[src/rtl/branch_predictor_btb.sv]
// Direct-mapped BTB with 2-bit saturating counters: same-cycle fetch prediction,
// EX-stage mispredict detection/redirect, table training and saturating statistics.
module branch_predictor_btb #(
    parameter int unsigned ENTRIES = 16,
    parameter int unsigned IDX_W   = 4,
    parameter int unsigned ADDR_W  = 32
) (
    input  logic              clk,
    input  logic              rst,
    input  logic [ADDR_W-1:0] if_pc,
    output logic              pred_taken,
    output logic [ADDR_W-1:0] pred_target,
    input  logic              ex_valid,
    input  logic [ADDR_W-1:0] ex_pc,
    input  logic              ex_is_branch,
    input  logic              ex_is_jal,
    input  logic              ex_taken,
    input  logic [ADDR_W-1:0] ex_target,
    input  logic              ex_pred_taken,
    input  logic [ADDR_W-1:0] ex_pred_target,
    output logic              mispredict,
    output logic [ADDR_W-1:0] redirect_pc,
    output logic [31:0]       br_count,
    output logic [31:0]       mp_count
);

    localparam int unsigned TAG_W = ADDR_W - IDX_W - 2;

    logic [ENTRIES-1:0] valid_q, valid_d;
    logic [ENTRIES-1:0] jal_q, jal_d;
    logic [TAG_W-1:0]   tag_q    [ENTRIES];
    logic [TAG_W-1:0]   tag_d    [ENTRIES];
    logic [ADDR_W-1:0]  target_q [ENTRIES];
    logic [ADDR_W-1:0]  target_d [ENTRIES];
    logic [1:0]         ctr_q    [ENTRIES];
    logic [1:0]         ctr_d    [ENTRIES];
    logic [31:0]        br_count_q, br_count_d;
    logic [31:0]        mp_count_q, mp_count_d;

    logic [IDX_W-1:0] if_idx, ex_idx;
    logic [TAG_W-1:0] if_tag, ex_tag;
    logic             if_hit, ex_hit;
    logic             unused_pc_lsbs;

    assign if_idx = if_pc[IDX_W+1:2];
    assign if_tag = if_pc[ADDR_W-1:IDX_W+2];
    assign ex_idx = ex_pc[IDX_W+1:2];
    assign ex_tag = ex_pc[ADDR_W-1:IDX_W+2];
    assign unused_pc_lsbs = ^{if_pc[1:0], ex_pc[1:0]};

    assign if_hit = valid_q[if_idx] && (tag_q[if_idx] == if_tag);
    assign ex_hit = valid_q[ex_idx] && (tag_q[ex_idx] == ex_tag);

    // Lookup reads registered state only, so a same-cycle update is not bypassed.
    always_comb begin
        pred_taken  = if_hit && (jal_q[if_idx] || ctr_q[if_idx][1]);
        pred_target = pred_taken ? target_q[if_idx] : if_pc + ADDR_W'(4);
    end

    always_comb begin
        mispredict  = !rst && ex_valid &&
                      ((ex_taken != ex_pred_taken) ||
                       (ex_taken && (ex_target != ex_pred_target)));
        redirect_pc = '0;
        if (mispredict) begin
            redirect_pc = ex_taken ? ex_target : ex_pc + ADDR_W'(4);
        end
    end

    always_comb begin
        valid_d  = valid_q;
        jal_d    = jal_q;
        tag_d    = tag_q;
        target_d = target_q;
        ctr_d    = ctr_q;
        if (ex_valid) begin
            if (ex_is_jal) begin
                valid_d[ex_idx]  = 1'b1;
                jal_d[ex_idx]    = 1'b1;
                tag_d[ex_idx]    = ex_tag;
                target_d[ex_idx] = ex_target;
                ctr_d[ex_idx]    = 2'b11;
            end else if (ex_is_branch && ex_taken) begin
                if (ex_hit) begin
                    if (ctr_q[ex_idx] != 2'b11) begin
                        ctr_d[ex_idx] = ctr_q[ex_idx] + 2'b01;
                    end
                    target_d[ex_idx] = ex_target;
                end else begin
                    valid_d[ex_idx]  = 1'b1;
                    jal_d[ex_idx]    = 1'b0;
                    tag_d[ex_idx]    = ex_tag;
                    target_d[ex_idx] = ex_target;
                    ctr_d[ex_idx]    = 2'b10;
                end
            end else if (ex_is_branch) begin
                if (ex_hit && (ctr_q[ex_idx] != 2'b00)) begin
                    ctr_d[ex_idx] = ctr_q[ex_idx] - 2'b01;
                end
            end else if (ex_pred_taken && ex_hit) begin
                // A non-control instruction predicted taken is an alias: drop the entry.
                valid_d[ex_idx] = 1'b0;
            end
        end
    end

    always_comb begin
        br_count_d = br_count_q;
        mp_count_d = mp_count_q;
        if (ex_valid && (ex_is_branch || ex_is_jal) && (br_count_q != '1)) begin
            br_count_d = br_count_q + 32'd1;
        end
        if (mispredict && (mp_count_q != '1)) begin
            mp_count_d = mp_count_q + 32'd1;
        end
    end

    always_ff @(posedge clk or posedge rst) begin
        if (rst) begin
            valid_q    <= '0;
            jal_q      <= '0;
            br_count_q <= '0;
            mp_count_q <= '0;
            for (int unsigned i = 0; i < ENTRIES; i++) begin
                tag_q[i]    <= '0;
                target_q[i] <= '0;
                ctr_q[i]    <= 2'b01;
            end
        end else begin
            valid_q    <= valid_d;
            jal_q      <= jal_d;
            tag_q      <= tag_d;
            target_q   <= target_d;
            ctr_q      <= ctr_d;
            br_count_q <= br_count_d;
            mp_count_q <= mp_count_d;
        end
    end

    assign br_count = br_count_q;
    assign mp_count = mp_count_q;

endmodule

[config.mk]
export PLATFORM = sky130hd
export DESIGN_NAME = branch_predictor_btb
export DESIGN_NICKNAME = d
export VERILOG_FILES = /design/src/rtl/branch_predictor_btb.sv
export SDC_FILE = /design/constraint.sdc
export NUM_CORES = 2
export LEC_CHECK = 0
export ABC_AREA = 1
export CAP_MARGIN = 20
export CELL_PAD_IN_SITES_DETAIL_PLACEMENT = 0
export CELL_PAD_IN_SITES_GLOBAL_PLACEMENT = 1
export CORE_AREA = 3 3 381 383
export DETAILED_ROUTE_END_ITERATION = 16
export DIE_AREA = 0 0 384 386
export PLACE_DENSITY = 0.87
export SLEW_MARGIN = 5
export SYNTH_ARGS = -nofsm -noshare
export SYNTH_HDL_FRONTEND = slang
export SYNTH_SLANG_ARGS = --single-unit
[constraint.sdc]
create_clock -name clk -period 35.2 [get_ports clk]
set_input_delay 3.52 -clock clk [delete_from_list [all_inputs] [get_ports clk]]
set_output_delay 3.52 -clock clk [all_outputs]
set_load 0.005 [all_outputs]
==> results.ini <==
[outcome]
status=finished clean

[synthesis]
synth.top_cell.area_share_pct=44.7
muxShareOfSynthArea_pct=0
yosys.area.top_type=dfrtp_1
yosysWarnings=0
synth-adder-area-share_pct=0.193
synth_xor_area_share_pct=2.06
ys_seq_area_share_pct=45.4
async_flop_share_pct=100
synth_common_cells=nand2_1, o21ai_0, dfrtp_1, nor2_1, inv_1
synth_area_per_cell_sq_um=7.25
synth_cell_types=53
netlist_area_sq_um=58200
syn_inst=8031
synth_top_family_by_area=simple AND/OR/NAND/NOR gates
synth_edf_count=0
synth_compound_area_share_pct=19.0
ys_ff_latch=1056
synthMostInstantiatedCell=nand2_1
synth_top_flop_cell=dfrtp_1
synth-simple-area-share_pct=23.9
synthTopCellsByArea=dfrtp_1, nand2_1, o21ai_0, a21oi_1, nor2_1
synth_nets=8175

[setup_path]
reg2reg_from=tag_q[58]
worstPathMaxFanout=39
worstPathArrival_ps=9280
worstSetupPathType=input port to output port
reg2reg_slack_ps=31060
reg2reg_to=tag_q[152]
critical_path.startpoint=if_pc[5]
startpoint_type=input port
worstPathRequired_ps=31680
rr_worst_depth=17
endpoint_kind=output port

[routing]
detail-route-antenna-nets=0
drcViolationCount=0
drt-initial-drc-count=6767
wl_mm=225
dr_total_vias=55700
wl_per_cell_um=22.7
vias_per_cell=5.63
drt-pass1-iter-count=8

[timing]
rsz0062_at_grt=no
setup_viol=0
fin_skew_ps=30.5
period_minus_slack_ps=12800
slew_violations=0
hold_violations=0
tns_ps=0
max_slew.worst_pin.slew_ps=1330
slew_headroom_pct=11.1
min_period_over_period_pct=36.4
fmax_mhz=78.1

[clocking]
path_clk_slew_ps=60
cts_resized=0
postCtsHoldBufs=0
postCtsSetupBuffers=0
ctsHtreeMaxLevel=3
numCtsBuffers=117
cts_tree=yes
clock-sinks=1056
cts_root_buf=clkbuf_16
clk_latency_ps=770
clock_path_buffers=3

[min_path]
min_path_type=flop to flop
worst_hold_path.num_cells=2
hold_start=ctr_q[0]
holdPathEnd=ctr_q[0]

[finish]
fillers=14200
multi_input_area_sq_um=26500
seqCellArea_sq_um=26400
fin_nets=8053
drive_gt1_share_pct=4.80
area_growth_pct=12.1
postLayoutCellArea_sq_um=65300

[global_route]
grt_usage_pct=29.9
grt_max_degree=223
grt.overflow.total=0
grt_pass1_vias=51300
grt_pass1_wl_mm=335
antenna_found_initial=16

[floorplanning]
core_sq_um=142000
die-area_sq_um=148000
start_util_pct=41.1
io_pins=265
die_w_um=384
die_y_um=386
fp-row-count=138

[placement]
gp_congestion=0.928
dpl_cell_area_sq_um=61300
place.port_buffers=264
hpwlAfterDp_mm=138

[power]
p_leak_uw=0.0300
power_uw=3660
power_density_nw_per_um2=56.0
ir_worst_vdd_mv=0.0432

[job]
maxCapViolCount=0

-- cell usage in the layout (no fill, tap or decap), types with 9 or more instances in the layout --
| cell | count |
|---|---|
| a211oi_1 | 16 |
| clkbuf_8 | 26 |
| diode_2 | 9 |
| clkinv_2 | 25 |
| nand4_1 | 48 |
| nor2_4 | 20 |
| o21ai_1 | 249 |
| o211ai_1 | 111 |
| clkdlybuf4s50_1 | 258 |
| nor3_1 | 67 |
| o21ai_0 | 1087 |
| nand3_1 | 443 |
| ha_1 | 9 |
| inv_1 | 661 |
| dfrtp_1 | 1040 |
| a32o_1 | 10 |
| clkbuf_1 | 23 |
| inv_2 | 10 |
| nor2_1 | 659 |
| clkbuf_16 | 117 |
| nand2_1 | 2111 |
| a21oi_1 | 617 |
| buf_4 | 89 |
| xnor2_1 | 33 |
| nand2_2 | 9 |
| clkinv_1 | 20 |
| dfstp_2 | 16 |
| xor2_1 | 104 |
-- report_power, final --
part	total (uW)	internal [uW]	switching, uW
registers	1640	1490	152
logic	764	275	489
clock network	1250	718	535
-- final cells by class --
class | count | area share (%)
tap | 1890 | 3.62
multi-input combinational | 5681 | 40.6
sequential | 1056 | 40.5
clock inverter | 43 | 0.807
antenna | 9 | 0.0345
clock buffer | 166 | 5.16
inverter | 696 | 4.04
timing repair buffer | 357 | 5.27
-- routing by layer --
layer  wire (um)  up-vias  global-route usage, %
met2      100000     2790                   46.2
met4       12600        4                   15.4
met1       91300    26600                   39.8
li1            -    25800                      -
met5          31        -                      0
met3       21200      546                   5.89
-- per-stage QoR --
step                cells  hold slack [ps]  utilization [%]  setup slack, ps
floorplan            8031              444                -             1980
global placement     9676              456             43.2            22700
detailed placement   9677              466             43.2            22630
CTS                  9886              475             46.0            22620
global route         9894              497             46.1            22280
finish               9898              476             46.1            22400
-- cells by family (layout without fill, tap and decap cells) --
kind of cell               count (synthesis)  after routing
and+or+nand+nor                         3411           3411
AOI/OAI and AO/OA                       2124           2124
buffers and inverters                   1294           1262
DFF                                     1056           1056
xor gates and xnor gates                 137            137
adders and majority gates                  9              9
other                                      0              9
-- how the worst max path moves through the flow --
stage                                  to  slack (ps)
final                     pred_target[16]       22400
after floorplan                 async pin        1980
after detailed placement  pred_target[16]       22630
after global routing       pred_target[5]       22280
after CTS                 pred_target[16]       22620
after global placement     pred_target[2]       22700
-- critical path: stages --
cell and delay (ps):
clkdlybuf4s50_1 460, buf_4 230, inv_2 340, buf_4 510, nor2_4 690, buf_4 760, nand2_1 110, nand3_1 150
xor2_1 160, nand2_1 70, nor3_1 430, nand3_1 230, nor2_4 740, nand2_1 140, o21ai_0 120, clkdlybuf4s50_1 530
-- state kept, by name (all words and copies together) (netlist names), named ones only --
register / cells
target_q: 512
br_count: 32
tag_q: 416
ctr_q: 32
mp_count: 32
Power figures use the tool's default switching activity.
